### config.mk
export PLATFORM = sky130hd
export DESIGN_NAME = stream_mux_rr
export DESIGN_NICKNAME = d
export VERILOG_FILES = /design/src/rtl/stream_mux_rr_pkg.sv /design/src/rtl/stream_mux_rr_arbiter.sv /design/src/rtl/stream_mux_rr.sv
export SDC_FILE = /design/constraint.sdc
export NUM_CORES = 1
export LEC_CHECK = 0
export ABC_AREA = 1
export CAP_MARGIN = 40
export CORE_UTILIZATION = 37
export CTS_CLUSTER_SIZE = 25
export DETAILED_ROUTE_END_ITERATION = 12
export MAX_ROUTING_LAYER = met4
export PLACE_DENSITY = 0.9
export SETUP_SLACK_MARGIN = 0.5
export SLEW_MARGIN = 20
export SYNTH_ARGS = -nofsm -noshare
export SYNTH_HDL_FRONTEND = slang
export SYNTH_SLANG_ARGS = --single-unit
### constraint.sdc
create_clock -name clk -period 2.55 [get_ports clk]
set_input_delay 0.765 -clock clk [delete_from_list [all_inputs] [get_ports clk]]
set_output_delay 0.765 -clock clk [all_outputs]
set_load 0.02 [all_outputs]
### src/rtl/stream_mux_rr_pkg.sv
// rtl/stream_mux_rr_pkg.sv - shared constants and helpers for the stream_mux_rr slice
//
// Purpose : selection-mode encodings shared by the mux, its arbiter and benches,
//           plus the wrap-around pointer increment used by round-robin selection.
package stream_mux_rr_pkg;

  // Selection mode encodings for the MODE parameter of stream_mux_rr.
  localparam int MODE_FIXED = 0;
  localparam int MODE_RR    = 1;

  // Next round-robin start position after channel idx won, among n channels.
  function automatic int wrap_inc(input int idx, input int n);
    return (idx >= n - 1) ? 0 : idx + 1;
  endfunction

endpackage

### src/rtl/stream_mux_rr_arbiter.sv
// rtl/stream_mux_rr_arbiter.sv - combinational rotating-priority search for stream_mux_rr
//
// Purpose : find the first asserted request at or after ptr, wrapping past N-1 to 0.
// Ports   :
//   req          in   N     request vector (one bit per channel)
//   ptr          in   SELW  highest-priority channel this cycle (always < N)
//   grant_idx    out  SELW  winning channel (0 when grant_valid is low)
//   grant_valid  out  1     some request was found
module rr_arbiter #(
  parameter int N    = 4,
  parameter int SELW = 2
) (
  input  logic [N-1:0]    req,
  input  logic [SELW-1:0] ptr,
  output logic [SELW-1:0] grant_idx,
  output logic            grant_valid
);
  import stream_mux_rr_pkg::*;

  localparam int IW = (N > 1) ? $clog2(N) : 1;

  always_comb begin
    int idx;
    grant_idx   = '0;
    grant_valid = 1'b0;
    idx         = 0;
    // Walk offsets from farthest to nearest so the closest request to ptr
    // is the last one written and therefore wins.
    for (int k = N - 1; k >= 0; k--) begin
      idx = int'(ptr) + k;
      if (idx >= N) begin
        idx = idx - N;
      end
      if (req[idx[IW-1:0]]) begin
        grant_valid = 1'b1;
        grant_idx   = SELW'(idx);
      end
    end
  end

endmodule

### src/rtl/stream_mux_rr.sv
// rtl/stream_mux_rr.sv - N-channel registered stream multiplexer, fixed or round-robin select
//
// Purpose : choose one of N valid/ready input channels (by external sel, or
//           round-robin among valid channels) and register the chosen word
//           into a single output stage with full-throughput handshaking.
// Ports   :
//   clk        in   1        rising-edge clock
//   reset_n    in   1        asynchronous active-low reset
//   in_data    in   N*WIDTH  channel i word at [i*WIDTH +: WIDTH]
//   in_valid   in   N        channel i offers a word
//   in_ready   out  N        channel i word taken this cycle (at most one bit high)
//   sel        in   SELW     channel index, fixed mode only
//   out_data   out  WIDTH    registered word
//   out_chan   out  SELW     channel that supplied out_data
//   out_valid  out  1        output register holds a word
//   out_ready  in   1        downstream takes the word
module stream_mux_rr
  import stream_mux_rr_pkg::*;
#(
  parameter int WIDTH = 16,
  parameter int N     = 4,
  parameter int MODE  = MODE_FIXED,
  parameter int SELW  = 2
) (
  input  logic               clk,
  input  logic               reset_n,
  input  logic [N*WIDTH-1:0] in_data,
  input  logic [N-1:0]       in_valid,
  output logic [N-1:0]       in_ready,
  input  logic [SELW-1:0]    sel,
  output logic [WIDTH-1:0]   out_data,
  output logic [SELW-1:0]    out_chan,
  output logic               out_valid,
  input  logic               out_ready
);

  logic [SELW-1:0]  grant_idx;
  logic             grant_valid;
  logic             load;
  logic             accept;
  logic [WIDTH-1:0] grant_word;

  logic             out_valid_q, out_valid_d;
  logic [WIDTH-1:0] out_data_q,  out_data_d;
  logic [SELW-1:0]  out_chan_q,  out_chan_d;

  generate
    if (MODE == MODE_RR) begin : g_rr
      logic [SELW-1:0] ptr_q, ptr_d;
      logic            sel_unused;

      assign sel_unused = ^sel;

      rr_arbiter #(
        .N    (N),
        .SELW (SELW)
      ) u_arb (
        .req         (in_valid),
        .ptr         (ptr_q),
        .grant_idx   (grant_idx),
        .grant_valid (grant_valid)
      );

      // Pointer moves just past the winner only when a word is actually taken,
      // so a stalled or idle cycle never costs a channel its turn.
      always_comb begin
        ptr_d = ptr_q;
        if (accept) begin
          ptr_d = SELW'(wrap_inc(int'(grant_idx), N));
        end
      end

      always_ff @(posedge clk or negedge reset_n) begin
        if (!reset_n) begin
          ptr_q <= '0;
        end else begin
          ptr_q <= ptr_d;
        end
      end
    end else begin : g_fixed
      // An out-of-range sel matches no channel and so never grants.
      // With a single channel, sel is ignored and channel 0 is always the candidate.
      always_comb begin
        grant_idx   = '0;
        grant_valid = 1'b0;
        for (int i = 0; i < N; i++) begin
          if ((N == 1 || sel == SELW'(i)) && in_valid[i]) begin
            grant_valid = 1'b1;
            grant_idx   = SELW'(i);
          end
        end
      end
    end
  endgenerate

  // Word of the granted channel.
  always_comb begin
    grant_word = '0;
    for (int i = 0; i < N; i++) begin
      if (grant_idx == SELW'(i)) begin
        grant_word = in_data[i*WIDTH +: WIDTH];
      end
    end
  end

  // The register can take a new word when empty or when its current word
  // leaves this same cycle; that is what gives one word per cycle.
  always_comb begin
    load   = !out_valid_q || out_ready;
    accept = reset_n && load && grant_valid;
  end

  always_comb begin
    in_ready = '0;
    for (int i = 0; i < N; i++) begin
      if (accept && grant_idx == SELW'(i)) begin
        in_ready[i] = 1'b1;
      end
    end
  end

  // Draining with nothing granted empties the register but keeps the last
  // data/channel visible for consumers that look at them while invalid.
  always_comb begin
    out_valid_d = out_valid_q;
    out_data_d  = out_data_q;
    out_chan_d  = out_chan_q;
    if (accept) begin
      out_valid_d = 1'b1;
      out_data_d  = grant_word;
      out_chan_d  = grant_idx;
    end else if (load) begin
      out_valid_d = 1'b0;
    end
  end

  always_ff @(posedge clk or negedge reset_n) begin
    if (!reset_n) begin
      out_valid_q <= 1'b0;
      out_data_q  <= '0;
      out_chan_q  <= '0;
    end else begin
      out_valid_q <= out_valid_d;
      out_data_q  <= out_data_d;
      out_chan_q  <= out_chan_d;
    end
  end

  assign out_valid = out_valid_q;
  assign out_data  = out_data_q;
  assign out_chan  = out_chan_q;

endmodule

==> tab_implementation.tex <==
\begin{tabular}{lr}
\hline
Metric & Value \\
\hline
\multicolumn{2}{l}{\textbf{Run status}} \\
\quad Run status & completed \\
\multicolumn{2}{l}{\textbf{Power and ir drop}} \\
\quad Combinational cell fraction of total power & around 50\% \\
\quad Internal Pwr Total & 0.7969 mW \\
\quad Fraction of power spent switching nets & a little over a third \\
\quad Leakage power of the design & $\sim$1.3 nW \\
\quad Flop pwr share & 33.6\% \\
\quad Net switching power of the design & 0.4256 mW \\
\quad Peak VDD IR & 0.0002077 V \\
\quad Proportion of power drawn by the clock network & 16.8\% \\
\quad Power Density & 452.6 nW/um\^{}2 \\
\quad Final Total Pwr & 1.223 mW \\
\multicolumn{2}{l}{\textbf{Flow run}} \\
\quad Number of maximum-capacitance violations & 0 \\
\multicolumn{2}{l}{\textbf{Timing}} \\
\quad Worst relative slew slack & 75.44\% \\
\quad Final worst hold slack & just under 500 ps \\
\quad Transition time at the pin with the least slew margin & 368.4 ps \\
\quad Number of failing setup endpoints in the final timing report & 0 \\
\quad Fmax & between 0.4 and 0.5 GHz \\
\quad Unrepaired setup endpoints after global routing & yes \\
\quad Final Skew & between 0.5 and 0.6 ps \\
\quad Ratio of final minimum period to clock period & 96.53\% \\
\quad Post-layout minimum cycle time & around 2500 ps \\
\quad Fin. Hold Viols & 0 \\
\quad Total Negative Setup Slacks & 0 ps \\
\quad Max Slew Vio Count & 0 \\
\multicolumn{2}{l}{\textbf{Drt}} \\
\quad First drt pass iteration count & 4 \\
\quad Count of vias placed by the detailed router & 1950 \\
\quad Number of nets still failing antenna checks after routing & 0 \\
\quad Via/cell ratio & slightly below 5 \\
\quad Average wire per standard cell & 12.84 microns \\
\quad Number of DRC violations after detailed-routing iteration 0 & 98 \\
\quad Wirelength, routed & 5048 microns \\
\quad Number of remaining DRC errors & 0 \\
\multicolumn{2}{l}{\textbf{Global routing}} \\
\quad GR Overflow Total & 0 \\
\quad Initial antenna violation count & 0 \\
\quad GRT Util Overall & 25.27\% \\
\quad First-pass GRT wire length & 8107 microns \\
\quad Maximum number of pins on one net before global-route repair & a little over 40 \\
\quad Number of global-route vias before repair & 1824 \\
\multicolumn{2}{l}{\textbf{Synth}} \\
\quad Number of distinct library cell variants in the gate-level netlist after synthesis & 20 \\
\quad Synthesized Nets & 313 \\
\quad Number of flops mapped to enable cells by yosys & 0 \\
\quad Post-synthesis cell count & 240 \\
\quad Sequential fraction of the synthesis area & a little under a third \\
\quad Flop and latch count out of synthesis & 19 \\
\quad Dominant cell by count in the synthesized netlist & nand2\_1 \\
\quad Synth area leaders & dfrtp\_1 31\%, nand2\_1 25\%, nand4\_1 12\% \\
\quad Async set or reset register ratio after synthesis & 100.0\% \\
\quad Main synth FF type & dfrtp\_1 \\
\quad Top cells by instance count after synthesis & 102 x nand2\_1, 30 x nand4\_1, 19 x dfrtp\_1 \\
\quad Top cell type by total area after synthesis & dfrtp\_1 \\
\quad Area fraction of the dominant cell type after synthesis & 31.46\% \\
\quad Synth Cell Area & 1511 sq um \\
\quad Yosys warning count & 0 \\
\quad Mean Syn Cell Area & 6.298 sq um \\
\multicolumn{2}{l}{\textbf{Layout}} \\
\quad Non-filler cells in the finished layout & 393 \\
\quad Area growth syn-to-layout & 78.73\% \\
\quad Final net count & 419 \\
\quad Share of cells above drive strength 1 & 15.07\% \\
\quad Ant. Diodes & 0 \\
\quad Final-layout fill cell count & 332 \\
\quad Utilization after layout & just over 70\% \\
\multicolumn{2}{l}{\textbf{Hold path}} \\
\quad Type of the most critical hold path & reg -> reg \\
\multicolumn{2}{l}{\textbf{CTS}} \\
\quad Master cell of the clock root buffer & clkbuf\_8 \\
\quad Hold buffer count at cts & 0 \\
\quad Clock tree from TritonCTS & built \\
\quad Latest clock arrival within the worst-skew pair & 260 ps \\
\quad Clock Pin Slew Worst Setup and Hold Paths & 60 ps \\
\quad Maximum buffer depth of the clock tree & 2 \\
\quad Num CTS Buffers & 3 \\
\quad Number of levels in the clock H-tree & 1 \\
\quad CTS Sinks & 19 \\
\multicolumn{2}{l}{\textbf{Critical path}} \\
\quad Series of cell instances along the critical path & buf\_8 -> buf\_6 -> nor2\_4 -> nand2\_2 -> nand2\_2 -> nor2\_4 -> nor2\_8 -> inv\_4 -> nor3\_4 -> buf\_6 \\
\quad CP endpoint kind & primary output \\
\quad Setup crit start kind & primary input \\
\quad Arrival time of the worst setup path & 1700 ps \\
\quad CP Class & in -> out \\
\quad Maximum fanout encountered on the critical timing path & 4 \\
\quad Crit-path slowest cell & buf\_6 \\
\quad Worst path required time & 1790 ps \\
\quad Largest stage delay on the critical path & 140 ps \\
\multicolumn{2}{l}{\textbf{Die}} \\
\quad Core area & $\sim$3800 sq um \\
\quad Chip Width & about 66 microns \\
\quad Row count & 22 \\
\quad Die Outline Area & 4345 sq um \\
\quad Boundary Pins & 96 \\
\quad Starting density of the core & between 30\% and 40\% \\
\quad Height of the die & between 60 and 70 microns \\
\multicolumn{2}{l}{\textbf{Placement}} \\
\quad Detailed placer's ending HPWL & between 4000 and 5000 microns \\
\quad Input/output buffers & 95 \\
\quad Placer congestion estimate & 0.8371 \\
\quad Number of placed instances, taps included & 385 \\
\hline
\end{tabular}
-- per-stage QoR --
stage	setup slack, ps	area (sq um)
3_5_place_dp	-880.1	2600
5_1_grt	16.00	2701
4_1_cts	94.89	2678
3_3_place_gp	-827.9	2600
6_report	88.38	2701
2_1_floorplan	-13.32	1560
-- routing by layer --
metal  GRT usage, %  wire length, microns
met5              -                     0
met4          12.23                   145
met3          1.552                   241
met2          42.86                  2578
met1          30.33                  2082
-- cell families (layout without fill, tap and decap cells) --
logic type,Yosys count,count (layout),synth area share [%]
buffers and inverters,36,141,11.34
DFF,19,19,31.46
and+or+nand+nor,185,185,57.20
-- critical path: cells and delay by family --
kind,cells,cell delay [ps]
buf+inv,4,420
simple gates,6,510
-- power by group through the flow --
| stage | Combinational, mW | Clock [mW] | Sequential (mW) |
|---|---|---|---|
| 3_5_place_dp | 0.596 | 0 | 0.417 |
| 5_1_grt | 0.659 | 0.226 | 0.420 |
| 4_1_cts | 0.603 | 0.211 | 0.412 |
| 3_3_place_gp | 0.583 | 0 | 0.415 |
| 6_report | 0.606 | 0.206 | 0.411 |
| 2_1_floorplan | 0.188 | 0 | 0.503 |
-- registers in the layout, summed over array words and instances, names as in the netlist --
register and cells:
out_data 16, out_chan 2, out_valid 1
-- path summary, 6_finish.rpt --
| kind | from | depth (start not counted) | slack (ps) | to |
|---|---|---|---|---|
| max reg2reg | out_valid | 7 | 1340 | out_data[14] |
| max | sel[0] | 10 | 90 | in_ready[0] |
| min | out_data[10] | 2 | 480 | out_data[10] |
| min reg2reg | out_data[10] | 2 | 480 | out_data[10] |
| max in group asynchronous | reset_n | 2 | 1650 | out_data[12] |
| min in group asynchronous | reset_n | 2 | 710 | out_data[8] |
-- cells in the final DEF, fill, tap and decap left out, drive strengths merged --
cell type	instances
nor2	19
dlygate4sd2	3
dfrtp	19
inv	20
clkdlybuf4s50	83
nand4	30
nor3	14
buf	27
clkbuf	5
nand2	103
clkdlybuf4s15	3
nand3	19
-- area by class of cell --
type                    instances  area [sq um]  area share, %
flip-flops and latches         19         475.5          17.60
clock buffers                   4         45.04          1.667
well taps                      48         60.06          2.223
multi-input cells             185         913.4          33.81
repair buffers                117          1122          41.55
inverters                      20         85.08          3.150
-- repair_timing --
| item | in CTS | in global routing |
|---|---|---|
| setup buffers | 3 | 1 |
| gates resized for setup | 50 | 5 |
| endpoints found under the setup margin | 23 | 4 |
| pin swaps | 8 | 1 |
No activity file was read; power rests on OpenSTA's default activity.
